File: src/rtl/trng_pkg.sv
// Shared definitions for the ring-oscillator TRNG sequencer: FSM state encodings
// and the counter width helper.
package trng_pkg;

    localparam logic [2:0] ST_IDLE   = 3'd0;
    localparam logic [2:0] ST_WARMUP = 3'd1;
    localparam logic [2:0] ST_SAMPLE = 3'd2;
    localparam logic [2:0] ST_OUTPUT = 3'd3;
    localparam logic [2:0] ST_FAULT  = 3'd4;

    // Bits needed for a counter holding values 0..n-1 (at least one bit).
    function automatic int unsigned cnt_width(input int unsigned n);
        return (n <= 32'd2) ? 1 : $clog2(n);
    endfunction

endpackage

File: src/rtl/trng_vn_debias.sv
// Von Neumann debiaser: pairs consecutive sample bits and emits the first bit of
// any pair whose two bits differ.
module trng_vn_debias (
    input  logic clk,
    input  logic rst,
    input  logic sample_stb,
    input  logic sample_bit,
    input  logic clear,
    output logic bit_valid,
    output logic bit_val
);

    logic have_a_q;
    logic a_q;

    always_ff @(posedge clk) begin
        if (rst || clear) begin
            have_a_q <= 1'b0;
            a_q      <= 1'b0;
        end else if (sample_stb) begin
            have_a_q <= !have_a_q;
            if (!have_a_q) begin
                a_q <= sample_bit;
            end
        end
    end

    assign bit_valid = sample_stb && have_a_q && (a_q != sample_bit);
    assign bit_val   = a_q;

endmodule

File: src/rtl/trng_ctrl.sv
// TRNG sequencer: oscillator enable and warm-up, divided sampling, debiasing,
// byte packing with valid/ready output, and a repetition-count health test.
module trng_ctrl
    import trng_pkg::*;
#(
    parameter int unsigned SAMPLE_DIV    = 16,
    parameter int unsigned WARMUP_CYCLES = 256,
    parameter int unsigned RCT_LIMIT     = 32
) (
    input  logic       clk,
    input  logic       rst,
    input  logic       en,
    output logic       osc_en,
    input  logic       osc_in,
    output logic [7:0] byte_data,
    output logic       byte_valid,
    input  logic       byte_ready,
    output logic       busy,
    output logic       fault
);

    localparam int unsigned WW = cnt_width(WARMUP_CYCLES);
    localparam int unsigned SW = cnt_width(SAMPLE_DIV);
    localparam int unsigned RW = cnt_width(RCT_LIMIT + 1);
    localparam logic [WW-1:0] WARM_LAST = WW'(WARMUP_CYCLES - 1);
    localparam logic [SW-1:0] SAMP_LAST = SW'(SAMPLE_DIV - 1);
    localparam logic [RW-1:0] RUN_LIMIT = RW'(RCT_LIMIT);

    logic          osc_meta_q, osc_sync_q;
    logic [2:0]    state_q, state_d;
    logic [WW-1:0] warm_q, warm_d;
    logic [SW-1:0] samp_q, samp_d;
    logic [RW-1:0] run_q, run_d, run_next;
    logic          prev_q, prev_d;
    logic [2:0]    bit_cnt_q, bit_cnt_d;
    logic [6:0]    shreg_q, shreg_d;
    logic [7:0]    byte_q, byte_d;
    logic          valid_q, valid_d;

    logic       sample_stb;
    logic       deb_valid, deb_bit;
    logic       rct_hit, byte_done;
    logic [7:0] shift_in;

    assign sample_stb = (state_q == ST_SAMPLE) && (samp_q == SAMP_LAST);

    trng_vn_debias u_debias (
        .clk        (clk),
        .rst        (rst),
        .sample_stb (sample_stb),
        .sample_bit (osc_sync_q),
        .clear      (state_q != ST_SAMPLE),
        .bit_valid  (deb_valid),
        .bit_val    (deb_bit)
    );

    // run_q == 0 means no previous sample since entering SAMPLE.
    assign run_next  = (run_q != '0 && osc_sync_q == prev_q) ? run_q + RW'(1) : RW'(1);
    assign rct_hit   = sample_stb && (run_next == RUN_LIMIT);
    assign shift_in  = {shreg_q, deb_bit};
    assign byte_done = deb_valid && (bit_cnt_q == 3'd7);

    always_comb begin
        state_d   = state_q;
        warm_d    = '0;
        samp_d    = '0;
        run_d     = run_q;
        prev_d    = prev_q;
        bit_cnt_d = bit_cnt_q;
        shreg_d   = shreg_q;
        byte_d    = byte_q;
        valid_d   = valid_q;
        case (state_q)
            ST_IDLE: begin
                if (en) state_d = ST_WARMUP;
            end
            ST_WARMUP: begin
                warm_d = warm_q + WW'(1);
                if (!en) state_d = ST_IDLE;
                else if (warm_q == WARM_LAST) state_d = ST_SAMPLE;
            end
            ST_SAMPLE: begin
                samp_d = sample_stb ? '0 : samp_q + SW'(1);
                if (sample_stb) begin
                    run_d  = run_next;
                    prev_d = osc_sync_q;
                end
                if (deb_valid) begin
                    shreg_d   = shift_in[6:0];
                    bit_cnt_d = bit_cnt_q + 3'd1;
                end
                // Health-test failure beats byte completion, which beats en falling.
                if (rct_hit) begin
                    state_d = ST_FAULT;
                end else if (byte_done) begin
                    state_d = ST_OUTPUT;
                    byte_d  = shift_in;
                    valid_d = 1'b1;
                end else if (!en) begin
                    state_d = ST_IDLE;
                end
            end
            ST_OUTPUT: begin
                if (valid_q && byte_ready) begin
                    valid_d = 1'b0;
                    state_d = en ? ST_SAMPLE : ST_IDLE;
                end
            end
            ST_FAULT: ;
            default: state_d = ST_IDLE;
        endcase
        if (state_d != ST_SAMPLE) begin
            run_d     = '0;
            bit_cnt_d = '0;
            shreg_d   = '0;
        end
    end

    always_ff @(posedge clk) begin
        if (rst) begin
            osc_meta_q <= 1'b0;
            osc_sync_q <= 1'b0;
            state_q    <= ST_IDLE;
            warm_q     <= '0;
            samp_q     <= '0;
            run_q      <= '0;
            prev_q     <= 1'b0;
            bit_cnt_q  <= '0;
            shreg_q    <= '0;
            byte_q     <= '0;
            valid_q    <= 1'b0;
        end else begin
            osc_meta_q <= osc_in;
            osc_sync_q <= osc_meta_q;
            state_q    <= state_d;
            warm_q     <= warm_d;
            samp_q     <= samp_d;
            run_q      <= run_d;
            prev_q     <= prev_d;
            bit_cnt_q  <= bit_cnt_d;
            shreg_q    <= shreg_d;
            byte_q     <= byte_d;
            valid_q    <= valid_d;
        end
    end

    assign osc_en     = (state_q == ST_WARMUP) || (state_q == ST_SAMPLE) ||
                        (state_q == ST_OUTPUT);
    assign busy       = osc_en;
    assign fault      = (state_q == ST_FAULT);
    assign byte_data  = byte_q;
    assign byte_valid = valid_q;

endmodule
File: config.mk
export PLATFORM = sky130hd
export DESIGN_NAME = trng_ctrl
export DESIGN_NICKNAME = d
export VERILOG_FILES = /design/src/rtl/trng_pkg.sv /design/src/rtl/trng_vn_debias.sv /design/src/rtl/trng_ctrl.sv
export SDC_FILE = /design/constraint.sdc
export NUM_CORES = 1
export LEC_CHECK = 0
export ABC_AREA = 1
export CAP_MARGIN = 20
export CORE_ASPECT_RATIO = 1.25
export CORE_MARGIN = 2
export CORE_UTILIZATION = 40
export DETAILED_ROUTE_END_ITERATION = 8
export GPL_ROUTABILITY_DRIVEN = 0
export GPL_TIMING_DRIVEN = 0
export MAX_ROUTING_LAYER = met4
export PLACE_DENSITY = 0.56
export SYNTH_ARGS = -nofsm -noshare
export SYNTH_HDL_FRONTEND = slang
export SYNTH_SLANG_ARGS = --single-unit
File: constraint.sdc
create_clock -name clk -period 4.1 [get_ports clk]
set_clock_uncertainty 0.05 [all_clocks]
set_input_delay 0.615 -clock clk [delete_from_list [all_inputs] [get_ports clk]]
set_output_delay 0.615 -clock clk [all_outputs]
set_load 0.1 [all_outputs]
==> results of run 1 <==
==> flip-flops by register name, indices dropped and copies added, names as in the netlist <==
register / count
byte_data: 8
warm_q: 8
shreg_q: 7
run_q: 6
samp_q: 4
bit_cnt_q: 3
state_q: 3
byte_valid: 1
osc_meta_q: 1
osc_sync_q: 1
prev_q: 1
u_debias.bit_val: 1
u_debias.have_a_q: 1
==> path summary, 6_finish.rpt <==
path	from	endpoint	slack, ns	cells after the start
setup / recovery	state_q[1]	osc_en	1.16	4
hold / removal	osc_meta_q	osc_sync_q	0.36	2
setup reg to reg	run_q[0]	bit_cnt_q[2]	1.89	13
hold reg to reg	osc_meta_q	osc_sync_q	0.36	2
==> layout by cell type, fill, tap and decap left out, types with 3 or more instances in the layout <==
| master | n |
|---|---|
| xor2_1 | 3 |
| nand3_1 | 13 |
| inv_2 | 3 |
| nor3b_1 | 4 |
| clkdlybuf4s50_1 | 16 |
| clkbuf_8 | 5 |
| inv_1 | 36 |
| o21ai_0 | 15 |
| nor2_1 | 31 |
| xnor2_1 | 3 |
| nand2_1 | 32 |
| ha_1 | 6 |
| a21oi_1 | 20 |
| mux2_2 | 8 |
| nand3_4 | 4 |
| dfxtp_1 | 45 |
| nor3_1 | 12 |
| nor3_2 | 9 |
==> through the flow <==
step / util [%] / hold slack, ns / power [uW] / setup WS, ns
global placement: 46.59 / 0.3410 / 489.1 / 1.473
global route: 48.35 / 0.3883 / 786.1 / 1.045
CTS: 48.35 / 0.3652 / 772.4 / 1.141
detailed placement: 46.59 / 0.3514 / 489.3 / 1.492
floorplan: - / 0.3383 / 476.9 / 1.140
finish: 48.35 / 0.3638 / 761.2 / 1.156
==> power by group through the flow <==
stage / Combinational, uW / Clock (uW) / Sequential, uW
after floorplan: 26.6 / 0 / 450
after global placement: 38.4 / 0 / 451
after detailed placement: 38.6 / 0 / 451
after CTS: 38.7 / 293 / 440
after global routing: 41.9 / 303 / 441
final: 38.2 / 283 / 440
==> per-layer routing <==
metal / GRT usage, % / share of wire, % / vias to the layer above
met2: 26.66 / 47 / 17
met4: 5.882 / 1.6 / 0
met1: 17.62 / 48 / 745
met5: - / 0 / -
met3: 3.173 / 2.8 / 5
li1: - / - / 898
==> area by class of cell <==
class,instances,area share [%]
multi-input cells,172,42.84
clock buffers,5,2.782
plain buffers,5,1.416
flip-flops and latches,45,36.42
well taps,62,3.136
inverters,40,6.070
repair buffers,16,6.474
clock inverters,3,0.8599
==> critical path, delay by kind of cell (launching register included) <==
kind / cells / cell delay [ns]
buf+inv: 2 / 1.24
flops: 1 / 0.46
simple gates: 2 / 0.27
==> kinds of logic (layout without fill, tap and decap cells) <==
family,Yosys count,in the layout,synth area share (%)
AO/OA/AOI/OAI,39,39,9.505
AND/OR/NAND/NOR,112,112,28.98
adder cells (fa/ha/maj),6,6,3.498
buffers and inverters,45,69,8.629
flip-flops,45,45,41.98
XOR/XNOR,7,7,3.208
multiplexers,8,8,4.198
==> cells in the mapped netlist (all sizes together) <==
library cell / number
o21ai: 15
a31oi: 1
mux2: 8
nor3b: 4
o21bai: 1
clkinv: 1
a22oi: 2
nand2: 33
or2: 1
xor2: 3
nor3: 21
buf: 5
dfxtp: 45
inv: 39
nor2: 33
a21oi: 20
xnor2: 4
nand4: 1
nand3: 19
ha: 6
==> out/results.ini, run 1 <==
[run_status]
status = finished clean

[global_routing]
grt_pass1_wl_um = 7245
grt_max_degree = 16
grt_usage_pct = 15.44
grt_overflow_total = 0
antenna_found_initial = 0
grt_pass1_vias = 1634

[finish]
nets = 296
area_growth_pct = 15.28
final_cell_area_mm2 = 0.002474
antenna_cells = 0
drive_above_1_share_pct = 15.03
final_cells = 348
regArea_um2 = 900.9
n_fill_cell = 508
multi_input_area_mm2 = 0.001060

[cts]
cts_resized = 0
cts_buffers = 5
cts_max_level = 2
cts_root_buf = clkbuf_8
path_clk_slew_ns = 0.10
postCtsSetupRepairBufs = 0
clkSinkCount = 45
cts_hold_buf = 0
clock_latency_ns = 0.31
clock_path_buffers = 2
cts_tree = yes

[timing]
fin_crit_ns = 2.944
relSlewSlack_pct = 34.65
finalHoldViolCount = 0
max_freq_mhz = 339.6
final_max_slew_viol_count = 0
tightest_slew_ns = 0.9772
fin_crit_sh_pct = 71.81
finalSetupViolations = 0
rsz0062_at_grt = no
tns_ns = 0

[placement]
dp.cells = 340
io_buffers = 16
hpwl_um = 3026
post_dp_cell_area_mm2 = 0.002384

[floorplan]
coreArea_mm2 = 0.005116
ios = 17
rows = 29
die_height_um = 85.89
start_util_pct = 41.94
die_x_um = 69.51
fp.dieArea_mm2 = 0.005970

[setup_path]
worstPathArrival_ns = 2.28
cp_common_cell = nor2_1
start_kind = flip-flop
cp_slowest_cell = clkdlybuf4s50_1
crit_required_ns = 3.43
worstSetupPathType = reg -> out
critPathCaptureType = output pin
path_cells = nor2_1 -> nor2_1 -> buf_4 -> clkdlybuf4s50_1
cp_max_fo = 6
slowest_delay_ns = 1.11

[power]
combPwrFrac_pct = 5.0
irDropWorstVdd_mv = 0.1970
intPower_uw = 571.9
powerDensity_mw_per_mm2 = 307.7
switching_share_pct = 24.87
pwr-share-clk_pct = 37.1
seq_power_share_pct = 57.9
p_leak_uw = 0.0009498
switchingPower_uw = 189.3

[detailed_routing]
first_pass_iters = 4
ant_nets = 0
drt_iter0_markers = 55
routed_via_density = 4.784
drc = 0
wl_um = 4188
routedWlPerCell_um = 12.03
vias = 1665

[synth]
synth_nets = 273
synth_area_leaders = dfxtp_1 (42%), inv_1 (6.3%), nand2_1 (5.6%)
synth-seq-area-share_pct = 41.98
yosysTopAreaCell = dfxtp_1
syn_inst = 262
synth_seq_cells = 45
synth.distinct_cells = 31
yosys_warnings = 0
syn-mean-instance-area_um2 = 8.190
synth_top_area_share_pct = 41.98
netlist_area_mm2 = 0.002146

[run]
maxCapViolCount = 0

[min_path]
hp-class = reg -> reg

Power figures use the tool's default switching activity.
==> run 2, diff against run 1 <==
Settings changed: PLACE_DENSITY 0.56 to 0.59.
Clock period 4.1 ns to 2.6 ns, I/O delays scaled along.
==> run 2 against run 1 <==
Total power is 58% higher; critical path depth did not move; clock power rose by 58%; setup slack got worse by 0.99 ns; critical path type unchanged; critical endpoint is now fault.
==> out/results.ini, run 2 (synthesized netlist as in run 1, its figures left out) <==
[global_routing]
grt_pass1_vias = 1640  ; +0.37%
grt_max_degree = 16  ; unchanged
grt_usage_pct = 15.68  ; +0.24 points
grt_overflow_total = 0  ; unchanged
grt_pass1_wl_um = 7293  ; +0.66%
antenna_found_initial = 0  ; unchanged

[finish]
area_growth_pct = 15.22  ; about the same
layout_commonest_cell = dfxtp_1
n_fill_cell = 511  ; +0.59%
regArea_um2 = 900.9  ; unchanged
drive_above_1_share_pct = 15.38  ; +0.35 points
nets = 296  ; unchanged
multi_input_area_mm2 = 0.001062  ; +0.24%
antenna_cells = 0  ; unchanged
final_cell_area_mm2 = 0.002472  ; about the same
final_cell_mix = dfxtp_1 (45), inv_1 (36), nand2_1 (32)

[power]
pwr-share-clk_pct = 37.2  ; about the same
powerDensity_mw_per_mm2 = 485.7  ; +58%
irDropWorstVdd_mv = 0.3467  ; +76%
switching_share_pct = 24.99  ; +0.12 points
switchingPower_uw = 300.1  ; +59%
combPwrFrac_pct = 4.9  ; about the same
p_leak_uw = 0.0009612  ; +1.2%
intPower_uw = 900.7  ; +57%
seq_power_share_pct = 57.8  ; about the same
power_uw = 1201  ; +58%

[floorplan]
rows = 29  ; unchanged
die_x_um = 69.51  ; unchanged
fp.dieArea_mm2 = 0.005970  ; unchanged
coreArea_mm2 = 0.005116  ; unchanged
die_height_um = 85.89  ; unchanged
ios = 17  ; unchanged
start_util_pct = 41.94  ; unchanged

[setup_path]
critPathCaptureType = output pin
crit_required_ns = 2.16  ; -1.27 ns
start_kind = flip-flop
worstSetupPathType = reg -> out
worstPathArrival_ns = 2.00  ; -0.28 ns
cp_max_fo = 6  ; unchanged

[cts]
cts_root_buf = clkbuf_8
cts_buffers = 5  ; unchanged
clkSinkCount = 45  ; unchanged
path_clk_slew_ns = 0.09  ; about the same
cts_max_level = 2  ; unchanged
clock_path_buffers = 2  ; unchanged
cts_tree = yes
clock_latency_ns = 0.30  ; about the same

[detailed_routing]
vias = 1676  ; +0.66%
first_pass_iters = 4  ; unchanged
wl_um = 4200  ; +0.29%
routedWlPerCell_um = 12.07  ; +0.29%
routed_via_density = 4.816  ; +0.66%
drc = 0  ; unchanged
ant_nets = 0  ; unchanged
drt_iter0_markers = 41  ; -25%

[timing]
fin_crit_sh_pct = 93.71
tns_ns = 0  ; unchanged
holdWs_ns = 0.3558  ; -0.008063 ns
relSlewSlack_pct = 34.53  ; -0.12 points
finalHoldViolCount = 0  ; unchanged
max_freq_mhz = 410.4
finalSetupViolations = 0  ; unchanged
tightest_slew_ns = 0.9789  ; +0.001731 ns
fin_crit_ns = 2.437
rsz0062_at_grt = no
final_max_slew_viol_count = 0  ; unchanged

[min_path]
hp-class = reg -> reg

[placement]
hpwl_um = 3019  ; -0.23%
post_dp_cell_area_mm2 = 0.002386  ; +0.10%
io_buffers = 16  ; unchanged

[run]
maxCapViolCount = 0  ; unchanged

[run_status]
status = finished clean

==> run 2: repair_timing <==
item	CTS	global route
hold buffers	0	0
gates resized for setup	3	0
setup endpoints to repair	3	0
endpoints found under the hold margin	0	0
buffers inserted	0	0
==> run 2: per-stage QoR <==
stage	utilization [%]	worst slack [ns]	std cells
final	48.32	0.1634	348
after global routing	48.32	0.05749	348
after CTS	48.32	0.1450	348
after detailed placement	46.64	0.2035	340
after global placement	46.64	0.1948	340
after floorplan	-	0.2720	262
==> run 2: critical path, stage by stage (launching register included) <==
cell           delay (ns)
dfxtp_1              0.39
nor2_1               0.24
inv_1                0.06
nor2_1               0.13
dlygate4sd2_1        0.87
==> run 2: worst paths after layout <==
kind / depth (start not counted) / slack, ns / endpoint / from
setup / recovery: 4 / 0.16 / fault / state_q[1]
hold / removal: 2 / 0.36 / osc_sync_q / osc_meta_q
setup reg to reg: 13 / 0.35 / run_q[5] / run_q[0]
hold reg to reg: 2 / 0.36 / osc_sync_q / osc_meta_q
==> run 2: area by class of cell <==
type / instances / share of cell area [%]
plain buffers: 5 / 1.417
clock buffers: 5 / 2.783
clock inverters: 3 / 0.8603
inverters: 40 / 6.073
multi-input cells: 172 / 42.97
flip-flops and latches: 45 / 36.44
well taps: 62 / 3.138
repair buffers: 16 / 6.326
==> run 2: power groups by stage <==
stage	combinational, uW	sequential, uW	clock [uW]
5_1_grt	65.3	695	489
6_report	59.4	694	447
2_1_floorplan	42.2	710	0
3_3_place_gp	61.3	711	0
3_5_place_dp	61.3	711	0
4_1_cts	60.2	695	457
==> run 2: routing by layer <==
layer | vias up | part of all wire (%) | GRT usage [%]
met5 | - | 0 | -
met4 | 0 | 1.8 | 5.348
met3 | 7 | 2.7 | 3.525
met1 | 758 | 47 | 18.22
met2 | 18 | 49 | 26.75
li1 | 893 | - | -
